$ cat config.mk
export PLATFORM = sky130hd
export DESIGN_NAME = stack_op_sequencer_flat
export DESIGN_NICKNAME = d
export VERILOG_FILES = /design/src/rtl/stack_op_sequencer_if.sv /design/src/rtl/stack_op_sequencer.sv /design/src/flat_wrapper.sv
export SDC_FILE = /design/constraint.sdc
export NUM_CORES = 1
export LEC_CHECK = 0
export CORE_MARGIN = 10
export CORE_UTILIZATION = 26
export CTS_CLUSTER_SIZE = 30
export DETAILED_ROUTE_END_ITERATION = 16
export DONT_BUFFER_PORTS = 1
export PLACE_DENSITY = 0.5
export SLEW_MARGIN = 10
export SYNTH_ARGS = -nofsm -noshare
export SYNTH_HDL_FRONTEND = slang
export SYNTH_SLANG_ARGS = --single-unit
$ cat constraint.sdc
create_clock -name clk -period 6.9 [get_ports clk]
set_input_delay 0.69 -clock clk [delete_from_list [all_inputs] [get_ports clk]]
set_output_delay 0.69 -clock clk [all_outputs]
set_load 0.005 [all_outputs]
$ cat src/rtl/stack_op_sequencer_if.sv
// rtl/stack_op_sequencer_if.sv - 16-bit stack memory port between the sequencer and data memory
interface stack_op_sequencer_if;
    logic        mem_req;
    logic        mem_we;
    logic [31:0] mem_addr;
    logic [15:0] mem_wdata;
    logic [15:0] mem_rdata;
    logic        mem_ack;

    modport master (
        output mem_req,
        output mem_we,
        output mem_addr,
        output mem_wdata,
        input  mem_rdata,
        input  mem_ack
    );

    modport slave (
        input  mem_req,
        input  mem_we,
        input  mem_addr,
        input  mem_wdata,
        output mem_rdata,
        output mem_ack
    );
endinterface

$ cat src/rtl/stack_op_sequencer.sv
// rtl/stack_op_sequencer.sv - CALL/RET/RTI/interrupt stack sequencer; optional STACK_LIMIT_CHECK_EN adds stack fault detection
module stack_op_sequencer #(
    parameter logic [31:0] SP_INIT    = 32'h0000_0FFF,
    parameter logic [31:0] INT_VECTOR = 32'h0000_0002,
    parameter logic [31:0] SP_LIMIT   = 32'h0000_0F00
) (
    input  logic                        clk,
    input  logic                        rst,
    input  logic                        call_req,
    input  logic                        ret_req,
    input  logic                        rti_req,
    input  logic                        int_req,
    input  logic [31:0]                 pc_in,
    input  logic [31:0]                 target_in,
    input  logic [2:0]                  flags_in,
    stack_op_sequencer_if.master        mem,
    output logic [31:0]                 sp_out,
    output logic                        stall,
    output logic                        pc_load,
    output logic [31:0]                 pc_load_value,
    output logic                        flags_load,
    output logic [2:0]                  flags_load_value,
    output logic                        int_ack,
    output logic                        busy,
    output logic                        stack_fault
);

    typedef enum logic [2:0] {
        IDLE,
        PUSH_HI,
        PUSH_LO,
        PUSH_FL,
        POP_FL,
        POP_LO,
        POP_HI,
        DONE
    } state_t;

    typedef enum logic [1:0] {
        OP_CALL,
        OP_INT,
        OP_RET,
        OP_RTI
    } op_t;

`ifdef STACK_LIMIT_CHECK_EN
    localparam bit LIMIT_EN = 1'b1;
`else
    localparam bit LIMIT_EN = 1'b0;
`endif

    state_t      state, state_n;
    op_t         op, op_n;
    logic [31:0] sp;
    logic        int_pending;
    logic [31:0] pc_q;
    logic [31:0] target_q;
    logic [2:0]  flags_q;
    logic [15:0] hi_q;
    logic [15:0] lo_q;
    logic [2:0]  pop_flags_q;

    logic        int_go;
    logic        any_req;
    logic        is_push;
    logic        is_pop;
    logic        fault_beat;
    logic        beat;
    logic        beat_done;

    // A pending or freshly arriving interrupt outranks every decoded request.
    assign int_go  = int_pending | int_req;
    assign any_req = int_go | rti_req | ret_req | call_req;

    assign is_push = (state == PUSH_HI) || (state == PUSH_LO) || (state == PUSH_FL);
    assign is_pop  = (state == POP_FL) || (state == POP_LO) || (state == POP_HI);

    // Limit check folds to zero when the feature is not built in.
    assign fault_beat = LIMIT_EN && ((is_push && (sp < SP_LIMIT)) || (is_pop && (sp == SP_INIT)));

    assign beat      = (is_push || is_pop) && !fault_beat;
    assign beat_done = beat && mem.mem_ack;

    assign busy   = (state != IDLE);
    assign stall  = busy || any_req;
    assign sp_out = sp;

    // FSM state and operation register.
    always_ff @(posedge clk) begin
        if (rst) begin
            state <= IDLE;
            op    <= OP_CALL;
        end else begin
            state <= state_n;
            op    <= op_n;
        end
    end

    // Next state: request arbitration in IDLE, beat-by-beat advance otherwise.
    always_comb begin
        state_n = state;
        op_n    = op;
        case (state)
            IDLE: begin
                if (int_go) begin
                    state_n = PUSH_HI;
                    op_n    = OP_INT;
                end else if (rti_req) begin
                    state_n = POP_FL;
                    op_n    = OP_RTI;
                end else if (ret_req) begin
                    state_n = POP_LO;
                    op_n    = OP_RET;
                end else if (call_req) begin
                    state_n = PUSH_HI;
                    op_n    = OP_CALL;
                end
            end
            PUSH_HI: begin
                if (fault_beat)     state_n = IDLE;
                else if (beat_done) state_n = PUSH_LO;
            end
            PUSH_LO: begin
                if (fault_beat)     state_n = IDLE;
                else if (beat_done) state_n = (op == OP_INT) ? PUSH_FL : DONE;
            end
            PUSH_FL: begin
                if (fault_beat)     state_n = IDLE;
                else if (beat_done) state_n = DONE;
            end
            POP_FL: begin
                if (fault_beat)     state_n = IDLE;
                else if (beat_done) state_n = POP_LO;
            end
            POP_LO: begin
                if (fault_beat)     state_n = IDLE;
                else if (beat_done) state_n = POP_HI;
            end
            POP_HI: begin
                if (fault_beat)     state_n = IDLE;
                else if (beat_done) state_n = DONE;
            end
            DONE:    state_n = IDLE;
            default: state_n = IDLE;
        endcase
    end

    // Memory beat outputs: pushes write at sp, pops read one above sp.
    always_comb begin
        mem.mem_req   = beat;
        mem.mem_we    = is_push;
        mem.mem_addr  = is_pop ? (sp + 32'd1) : sp;
        mem.mem_wdata = 16'h0000;
        case (state)
            PUSH_HI: mem.mem_wdata = pc_q[31:16];
            PUSH_LO: mem.mem_wdata = pc_q[15:0];
            PUSH_FL: mem.mem_wdata = {13'b0, flags_q};
            default: mem.mem_wdata = 16'h0000;
        endcase
    end

    // Redirect and completion strobes exist only in the single DONE cycle.
    always_comb begin
        pc_load          = 1'b0;
        pc_load_value    = 32'h0000_0000;
        flags_load       = 1'b0;
        flags_load_value = 3'b000;
        int_ack          = 1'b0;
        if (state == DONE) begin
            pc_load = 1'b1;
            case (op)
                OP_CALL: pc_load_value = target_q;
                OP_INT:  pc_load_value = INT_VECTOR;
                default: pc_load_value = {hi_q, lo_q};
            endcase
            if (op == OP_RTI) begin
                flags_load       = 1'b1;
                flags_load_value = pop_flags_q;
            end
            int_ack = (op == OP_INT);
        end
    end

    // Stack pointer moves only on acknowledged beats.
    always_ff @(posedge clk) begin
        if (rst) begin
            sp <= SP_INIT;
        end else if (beat_done) begin
            sp <= is_push ? (sp - 32'd1) : (sp + 32'd1);
        end
    end

    // Interrupt latch: cleared when IDLE hands off to the interrupt sequence.
    always_ff @(posedge clk) begin
        if (rst) begin
            int_pending <= 1'b0;
        end else if ((state == IDLE) && int_go) begin
            int_pending <= 1'b0;
        end else if (int_req) begin
            int_pending <= 1'b1;
        end
    end

    // Operands are frozen in the detect cycle so later input changes are ignored.
    always_ff @(posedge clk) begin
        if (rst) begin
            pc_q     <= 32'h0000_0000;
            target_q <= 32'h0000_0000;
            flags_q  <= 3'b000;
        end else if ((state == IDLE) && any_req) begin
            pc_q     <= pc_in;
            target_q <= target_in;
            flags_q  <= flags_in;
        end
    end

    // Popped words collect here until the DONE redirect.
    always_ff @(posedge clk) begin
        if (rst) begin
            hi_q        <= 16'h0000;
            lo_q        <= 16'h0000;
            pop_flags_q <= 3'b000;
        end else if (beat_done) begin
            case (state)
                POP_FL:  pop_flags_q <= mem.mem_rdata[2:0];
                POP_LO:  lo_q        <= mem.mem_rdata;
                POP_HI:  hi_q        <= mem.mem_rdata;
                default: ;
            endcase
        end
    end

`ifdef STACK_LIMIT_CHECK_EN
    // Sticky fault: set by any out-of-range beat, cleared only by reset.
    always_ff @(posedge clk) begin
        if (rst) begin
            stack_fault <= 1'b0;
        end else if (fault_beat) begin
            stack_fault <= 1'b1;
        end
    end
`else
    assign stack_fault = 1'b0;
`endif

endmodule

$ cat src/flat_wrapper.sv
// flat-port wrapper written by rule: the top's interface ports become plain ports
module stack_op_sequencer_flat 
#(
    parameter logic [31:0] SP_INIT    = 32'h0000_0FFF,
    parameter logic [31:0] INT_VECTOR = 32'h0000_0002,
    parameter logic [31:0] SP_LIMIT   = 32'h0000_0F00
)
  (clk, rst, call_req, ret_req, rti_req, int_req, pc_in, target_in, flags_in, sp_out, stall, pc_load, pc_load_value, flags_load, flags_load_value, int_ack, busy, stack_fault, mem_mem_req, mem_mem_we, mem_mem_addr, mem_mem_wdata, mem_mem_rdata, mem_mem_ack);
  stack_op_sequencer_if mem_i ();
  input  logic clk;
  input  logic rst;
  input  logic call_req;
  input  logic ret_req;
  input  logic rti_req;
  input  logic int_req;
  input  logic [31:0] pc_in;
  input  logic [31:0] target_in;
  input  logic [2:0] flags_in;
  output logic [31:0] sp_out;
  output logic stall;
  output logic pc_load;
  output logic [31:0] pc_load_value;
  output logic flags_load;
  output logic [2:0] flags_load_value;
  output logic int_ack;
  output logic busy;
  output logic stack_fault;
  output wire logic [$bits(mem_i.mem_req)-1:0] mem_mem_req;
  output wire logic [$bits(mem_i.mem_we)-1:0] mem_mem_we;
  output wire logic [$bits(mem_i.mem_addr)-1:0] mem_mem_addr;
  output wire logic [$bits(mem_i.mem_wdata)-1:0] mem_mem_wdata;
  input wire logic [$bits(mem_i.mem_rdata)-1:0] mem_mem_rdata;
  input wire logic [$bits(mem_i.mem_ack)-1:0] mem_mem_ack;
  assign mem_mem_req = mem_i.mem_req;
  assign mem_mem_we = mem_i.mem_we;
  assign mem_mem_addr = mem_i.mem_addr;
  assign mem_mem_wdata = mem_i.mem_wdata;
  assign mem_i.mem_rdata = mem_mem_rdata;
  assign mem_i.mem_ack = mem_mem_ack;
  stack_op_sequencer #(.SP_INIT(SP_INIT), .INT_VECTOR(INT_VECTOR), .SP_LIMIT(SP_LIMIT)) u_core (.clk(clk), .rst(rst), .call_req(call_req), .ret_req(ret_req), .rti_req(rti_req), .int_req(int_req), .pc_in(pc_in), .target_in(target_in), .flags_in(flags_in), .mem(mem_i), .sp_out(sp_out), .stall(stall), .pc_load(pc_load), .pc_load_value(pc_load_value), .flags_load(flags_load), .flags_load_value(flags_load_value), .int_ack(int_ack), .busy(busy), .stack_fault(stack_fault));
endmodule
# == After elaboration in Yosys (flattened, before gate mapping) ==
# Cells that the tools add are included.
# op_classes
addsub,2
eq_ne,15
muxes,26
bitwise_logic,4
reduce_logical,20
# op_table
operator,n
32-bit 2-to-1 mux,3
32-bit one-hot mux with 2 select lines,1
16-bit one-hot mux with 3 select lines,1
3-bit 2-to-1 mux,12
"32-bit by 1-bit adder with 32-bit output, second input constant",1
"32-bit by 1-bit subtractor with 32-bit output, second input constant",1
3-bit one-hot mux with 7 select lines,1
"3-bit equality test, second input constant",4
"2-bit by 1-bit != test with 1-bit output, second input constant",5
2-bit 2-to-1 mux,4
2-bit AND reduction,4
"3-bit by 2-bit equality test with 1-bit output, second input constant",2
1-bit logical OR,6
6-bit AND reduction,1
"5-bit by 4-bit != test with 1-bit output, second input constant",1
1-bit 2-to-1 mux,4
1-bit bitwise OR,4
4-bit nonzero test,1
2-bit OR reduction,2
"3-bit by 1-bit equality test with 1-bit output, second input constant",1
1-bit logical AND,3
3-bit zero test,1
3-bit nonzero test,1
"2-bit by 1-bit equality test with 1-bit output, second input constant",1
2 further kinds,2
# totals
regBits,140
output_inout_bits,123
word_cells,77

# == Longest topological paths before layout ==
# Gate-level depths: netlist (run 1).
# depth
word_depth,7
mapped_depth,8

# == Worst setup path after synthesis (run 1) ==
# No wires, ideal clock.
# synth_path
path_kind,register to output
startpoint,reg u_core.sp[12] (netlist: u_core.sp_out[12])
endpoint,out mem_mem_addr[23]
arrival_time_ns,1.855
setup_slack_ns,4.355
path_stages_with_launch,9
path_buffers,3
path_cell_list,dfxtp_1 > buf_2 > nand4_1 > or2_1 > clkbuf_1 > clkbuf_1 > nor3_2 > nand3_1 > xnor2_1
# synth_via
elab_chain_cells,2
# synth_lines
item,line,rtl
from (decl),stack_op_sequencer.sv:54,logic [31:0] sp;
from (signal assigned),stack_op_sequencer.sv:189,sp <= is_push ? (sp - 32'd1) : (sp + 32'd1);
32-bit by 1-bit adder with 32-bit output,stack_op_sequencer.sv:152,mem.mem_addr = is_pop ? (sp + 32'd1) : sp;
32-bit 2-to-1 mux,stack_op_sequencer.sv:152,
to (decl),flat_wrapper.sv:30,output wire logic [$bits(mem_i.mem_addr)-1:0] mem_mem_addr;
# Every way passes these cells.

# == Worst setup path in the final report (run 1) ==
# layout_path
startpoint,reg u_core.sp[3] (netlist: u_core.sp_out[3])
endpoint,out mem_mem_addr[20]
# Same word-level chain as after synthesis.

==> results.md, run 1 <==
- Status: finished, final reports clean
- GP Congestion: 0.821
- RSZ-0062 raised after global routing: false
- FP Rows: 62
- Post-synth cell types: 66
- Post-CTS Resized: 0
- Starting density of the core: 0.262
- Tcrit/Tclk final: 0.574
- Core box area: between 20000 and 30000 µm²
- Slew headroom: 0.225
- Routed wire length: 27.1 mm
- H-tree levels: 4
- CTS tree: built
- Sink Count: between 100 and 150
- Required time of the critical path: around 6.2 ns
- YS warnings: 0
- Final nets: 1034
- Maximum VDD drop: 0.160 mV
- Area growth syn-to-layout: 11.1%
- Final Hold Viols: 0
- Hold buffers post-CTS: 0
- Sum Neg Setup Slack: 0 ns
- Post-Syn Instances: 1002
- Setup violators final: 0
- Worst-Skew Late Latency: around 0.44 ns
- Max-slew violation count: 0
- Post-route ant nets: 0
- Synth Area per Inst: 7.47 µm²
- Drt initial violations: 555
- DIE HEIGHT: 190 µm
- Nature of the critical path endpoint: output pin
- First-pass DRT Iterations: 5
- DRC: 0
- Asr flop ratio synth: 0
- Static Leak: about 2.8 nW
- Die area: 36000 µm²
- Fillcell total: 3185
- Mean routed wirelength per cell: 20.2 µm
- Largest net degree at the start of global routing: 146
- Post-synth EDFFs: 0
- Die X: 190 µm
- Via Count: between 6000 and 7000
- Startpoint types: flip-flop
- Power per cell area: slightly above 300 nW/µm²
- Slew @ Worst Pin: 1.16 ns
- Vias/cell: 5.14
- # IOs: 213
- Total GRT Usage: 0.147
- Crit path max fanout: 16
- Vias in the first global route: 6699
- Reg clk slew, reported paths: 0.07 ns
- Hpwl dp: 18.9 mm
- Final worst slack: about 3 ns
- FF+latch count, synth: 140
- Layout cells sized above 1: 0.0869
- Post-CTS Setup Bufs: 0
- Register area share after synthesis: 0.375
- Final core utilization: 0.291
- Data arrival, critical path: 3.27 ns
- Ant diodes: 0
- Min-Delay Path Class: input pin to flip-flop
- Fmax achieved: 253 MHz
- Kind of critical path: flip-flop to output pin
- Root Buffer: clkbuf_16
- Setup Skew: 0.0136 ns
- Max clock buf depth: 2
- Placement Setup Slack: 3.38 ns
- Antenna violations before repair: 0
- TritonCTS Buffers: 17
- First-pass GRT wire length: 41.8 mm
- Total of max-cap violations: 0
- IO buf count: 0
- Syn nets: ~1100
- Minimum clock period: 3.96 ns
- Main synth FF type: dfxtp_1
- Cell Area, Synth: between 7000 and 8000 µm²
- GR Overflow Total: 0
==> worst max-delay path: stages (launching register included) <==
cell	delay, ns
dfxtp_1	0.72
nand4_1	0.51
or3_1	0.70
nor3_2	0.44
nand3_1	0.20
xnor2_1	0.27
==> stage by stage <==
stage / cell area [µm²] / total power [W] / std cells / hold WS (ns)
2_1_floorplan: 7480 / 0.00146 / 1002 / 0.433
3_3_place_gp: 7690 / 0.00161 / 1307 / 0.440
3_5_place_dp: 7690 / 0.00162 / 1307 / 0.443
4_1_cts: 8310 / 0.00261 / 1339 / 0.334
5_1_grt: 8310 / 0.00273 / 1339 / 0.329
6_report: 8310 / 0.00257 / 1339 / 0.363
==> flip-flops by register name, summed over array words and instances (netlist names) <==
name                flops
u_core.hi_q            16
u_core.flags_q          3
u_core.pop_flags_q      3
u_core.target_q        32
u_core.int_pending      1
u_core.state            3
u_core.sp_out          32
u_core.pc_q            32
u_core.op               2
u_core.lo_q            16
==> cells in the final DEF, fill, tap and decap left out, types with 4 or more instances in the layout <==
cell | synthesis | final
a211oi_1 | 4 | 4
a21oi_1 | 124 | 124
a221o_1 | 4 | 4
a22o_1 | 31 | 31
a22oi_1 | 19 | 19
a31oi_1 | 8 | 8
and2_1 | 11 | 11
and4_1 | 5 | 5
buf_4 | 1 | 12
clkbuf_16 | 0 | 17
dfxtp_1 | 140 | 140
inv_1 | 11 | 11
inv_6 | 0 | 4
inv_8 | 0 | 6
mux2_1 | 8 | 8
mux2_2 | 6 | 6
nand2_1 | 245 | 244
nand3_1 | 24 | 24
nand4_1 | 6 | 6
nor2_1 | 63 | 62
nor2b_1 | 12 | 11
nor3_1 | 36 | 34
nor3_2 | 6 | 8
nor4_1 | 16 | 16
nor4_2 | 8 | 8
o211ai_1 | 5 | 5
o21ai_0 | 17 | 17
or3_1 | 10 | 10
or4_1 | 6 | 6
xnor2_1 | 27 | 27
xor2_1 | 9 | 9
==> cell usage after synthesis (9+ instances only) <==
| cell type | n | area share |
|---|---|---|
| and2_1 | 11 | 0.0092 |
| a22oi_1 | 19 | 0.019 |
| nand3_1 | 24 | 0.016 |
| nand2_1 | 245 | 0.12 |
| xor2_1 | 9 | 0.011 |
| a21oi_1 | 124 | 0.083 |
| o21ai_0 | 17 | 0.011 |
| a22o_1 | 31 | 0.036 |
| nor2b_1 | 12 | 0.010 |
| nor4_1 | 16 | 0.013 |
| dfxtp_1 | 140 | 0.37 |
| nor2_1 | 63 | 0.032 |
| clkbuf_1 | 64 | 0.032 |
| nor3_1 | 36 | 0.024 |
| inv_1 | 11 | 0.0055 |
| buf_2 | 17 | 0.011 |
| or3_1 | 10 | 0.0084 |
| xnor2_1 | 27 | 0.032 |
==> cell families (layout without fill, tap and decap cells) <==
logic type,count (synthesis),count (layout),share of synthesized area
AOI/OAI and AO/OA,234,234,0.195
and+or+nand+nor,466,466,0.295
xor gates and xnor gates,36,36,0.0421
DFF,140,140,0.375
other,1,1,0.000501
buffers and inverters,103,56,0.0570
adders and majority gates,2,2,0.00334
muxes,20,20,0.0321
==> where the power goes <==
group	total, W	internal [W]	leakage (nW)	switching, W
Clock	0.000972	0.000526	0.303	0.000446
Combinational	0.000603	0.000189	1.38	0.000414
Sequential	0.000997	0.000898	1.14	0.0000989
==> cell type report <==
type                       instances  area (µm²)  share of cell area
tap                              384         480              0.0578
multi-input combinational        759        4270               0.514
clock inverter                    15         190              0.0229
inverter                          12        45.0             0.00542
timing repair buffer              12        90.1              0.0108
clock buffer                      17         425              0.0512
sequential                       140        2800               0.337
==> worst paths after layout <==
| path | to | cells past startpoint | start | slack, ns |
|---|---|---|---|---|
| max | mem_mem_addr[20] | 5 | u_core.sp_out[3] | 2.94 |
| min | u_core.state[0] | 1 | rti_req | 0.36 |
| max reg2reg | u_core.sp_out[29] | 8 | u_core.state[2] | 3.61 |
| min reg2reg | u_core.flags_q[1] | 2 | u_core.flags_q[1] | 0.45 |
==> layer usage <==
metal,vias to the layer above,GRT usage,part of all wire
met4,0,0.0458,0.019
met2,259,0.233,0.46
met1,3234,0.176,0.42
met3,32,0.0661,0.099
met5,-,0,0
li1,3359,-,-
Power figures use the tool's default switching activity.
==> inputs of run 2 (changes only) <==
clock period = 4 ns   (was 6.9 ns; I/O delays follow)
==> results.md, run 2 (synthesis results as in run 1) <==
- Static Leak: 2.85 nW (+0.58%)
- FF-to-FF path depth: 6 (-2)
- FP Rows: 62 (unchanged)
- CTS tree: built
- Flop-to-flop setup slack: 0.96 ns (-2.65 ns)
- Core box area: 28500 µm² (unchanged)
- Maximum VDD drop: 0.220 mV (+37%)
- Fillcell total: 3160 (-0.78%)
- Post-CTS Setup Bufs: 0 (unchanged)
- Via Count: 6946 (+0.90%)
- GP Congestion: 0.844 (+2.8%)
- Area of the multi-input gates: 4280 µm² (about the same)
- Sum Neg Setup Slack: 0 ns (unchanged)
- Mean routed wirelength per cell: 20.4 µm (+0.68%)
- Minimum clock period: around 3.5 ns
- Kind of critical path: flip-flop to output pin
- Final Hold Viols: 0 (unchanged)
- Vias/cell: 5.17 (+0.53%)
- Setup violators final: 0 (unchanged)
- Sink Count: 140 (unchanged)
- Reg clk slew, reported paths: 0.08 ns (about the same)
- Die X: 190 µm (unchanged)
- Drt initial violations: 534 (-3.8%)
- H-tree levels: 4 (unchanged)
- Startpoint types: flip-flop
- RSZ-0062 raised after global routing: false
- Layout cells sized above 1: 0.0906 (+0.00371)
- Hold buffers post-CTS: 0 (unchanged)
- Power per cell area: 530 nW/µm² (+71%)
- Hpwl dp: 19.1 mm (+0.94%)
- Most common cell after layout, fill and taps aside: nand2_1
- Worst Setup SP: u_core.sp_out[1]
- Max-slew violation count: 0 (unchanged)
- IO buf count: 0 (unchanged)
- Min-Delay Path Class: input pin to flip-flop
- Fmax achieved: 288 MHz
- Max clock buf depth: 2 (unchanged)
- GR Overflow Total: 0 (unchanged)
- Root Buffer: clkbuf_16
- Tcrit/Tclk final: 0.868
- Slew @ Worst Pin: 1.21 ns (+0.0517 ns)
- Ant diodes: 0 (unchanged)
- Total GRT Usage: 0.147 (about the same)
- Nature of the critical path endpoint: output pin
- Post-CTS Resized: 0 (unchanged)
- TritonCTS Buffers: 17 (unchanged)
- DIE HEIGHT: 190 µm (unchanged)
- # IOs: 213 (unchanged)
- Vias in the first global route: 6650 (-0.73%)
- Crit path max fanout: 11 (-5)
- Area growth syn-to-layout: 11.6%
- Status: finished, final reports clean
- Sequential cell area: 2800 µm² (unchanged)
- Post-route ant nets: 0 (unchanged)
- First-pass GRT wire length: 41.7 mm (about the same)
- Required time of the critical path: 3.60 ns (-2.61 ns)
- Setup Skew: 0.0210 ns (+0.00748 ns)
- R2R Path Start: u_core.sp_out[1]
- Reg2reg end: u_core.sp_out[30]
- Slew headroom: 0.193 (-0.0319)
- Antenna violations before repair: 0 (unchanged)
- Worst-Skew Late Latency: 0.44 ns (about the same)
- Total of max-cap violations: 0 (unchanged)
- DRC: 0 (unchanged)
- Routed wire length: 27.4 mm (+1.1%)
- Most frequent cells in the layout: 244 x nand2_1, 140 x dfxtp_1, 124 x a21oi_1
- Data arrival, critical path: 3.07 ns (-0.20 ns)
- First-pass DRT Iterations: 5 (unchanged)
- Largest net degree at the start of global routing: 146 (unchanged)
- Die area: 36000 µm² (unchanged)
- Worst setup endpoint: mem_mem_addr[20]
- Starting density of the core: 0.262 (unchanged)
- Final nets: 1039 (+0.48%)
- Hold_sp: rti_req
- Worst hold slack: 0.0791 ns (-0.284 ns)
## run 2: report_power, final
group | internal, W | total [W] | switching [W] | leakage [nW]
Combinational | 0.000350 | 0.00107 | 0.000719 | 1.41
Clock | 0.000851 | 0.00164 | 0.000791 | 0.297
Sequential | 0.00155 | 0.00171 | 0.000163 | 1.14
Total | 0.00275 | 0.00442 | 0.00167 | 2.85
## run 2: final cells by class
class,count,share of cell area
Multi-Input combinational cell,759,0.513
Sequential cell,140,0.336
Tap cell,384,0.0576
Clock buffer,17,0.0510
Clock inverter,15,0.0223
Timing Repair Buffer,17,0.0153
Inverter,12,0.00540
## run 2: worst min path at each step
stage / end / slack (ns) / depth (start not counted)
final: u_core.state[0] / 0.08 / 1
after global routing: u_core.pc_q[2] / 0.04 / 1
after CTS: u_core.sp_out[27] / 0.04 / 1
after detailed placement: u_core.target_q[6] / 0.44 / 2
after global placement: u_core.target_q[27] / 0.44 / 2
after floorplan: u_core.flags_q[0] / 0.43 / 2
## run 2: per-stage QoR
| stage | worst slack, ns | total power, W | util | instance area [µm²] | cells |
|---|---|---|---|---|---|
| detailed placement | 0.961 | 0.00284 | 0.271 | 7730 | 1312 |
| global placement | 1.02 | 0.00282 | 0.271 | 7730 | 1312 |
| floorplan | 1.69 | 0.00252 | - | 7480 | 1002 |
| finish | 0.526 | 0.00442 | 0.292 | 8350 | 1344 |
| CTS | 0.473 | 0.00451 | 0.292 | 8340 | 1344 |
| global route | 0.257 | 0.00470 | 0.292 | 8350 | 1344 |
## run 2: metal layers
| metal | part of all wire | vias up | GRT usage |
|---|---|---|---|
| met5 | 0 | - | 0 |
| met3 | 0.10 | 33 | 0.0655 |
| li1 | - | 3376 | - |
| met4 | 0.021 | 0 | 0.0473 |
| met2 | 0.46 | 231 | 0.234 |
| met1 | 0.42 | 3306 | 0.175 |
## run 2: critical path, cell delays in order, from the launching register on
cell     delay, ns
dfxtp_1       0.58
ha_1          0.29
nand2_1       0.23
or3_1         0.64
nor3_2        0.44
nand3_1       0.21
xnor2_1       0.26
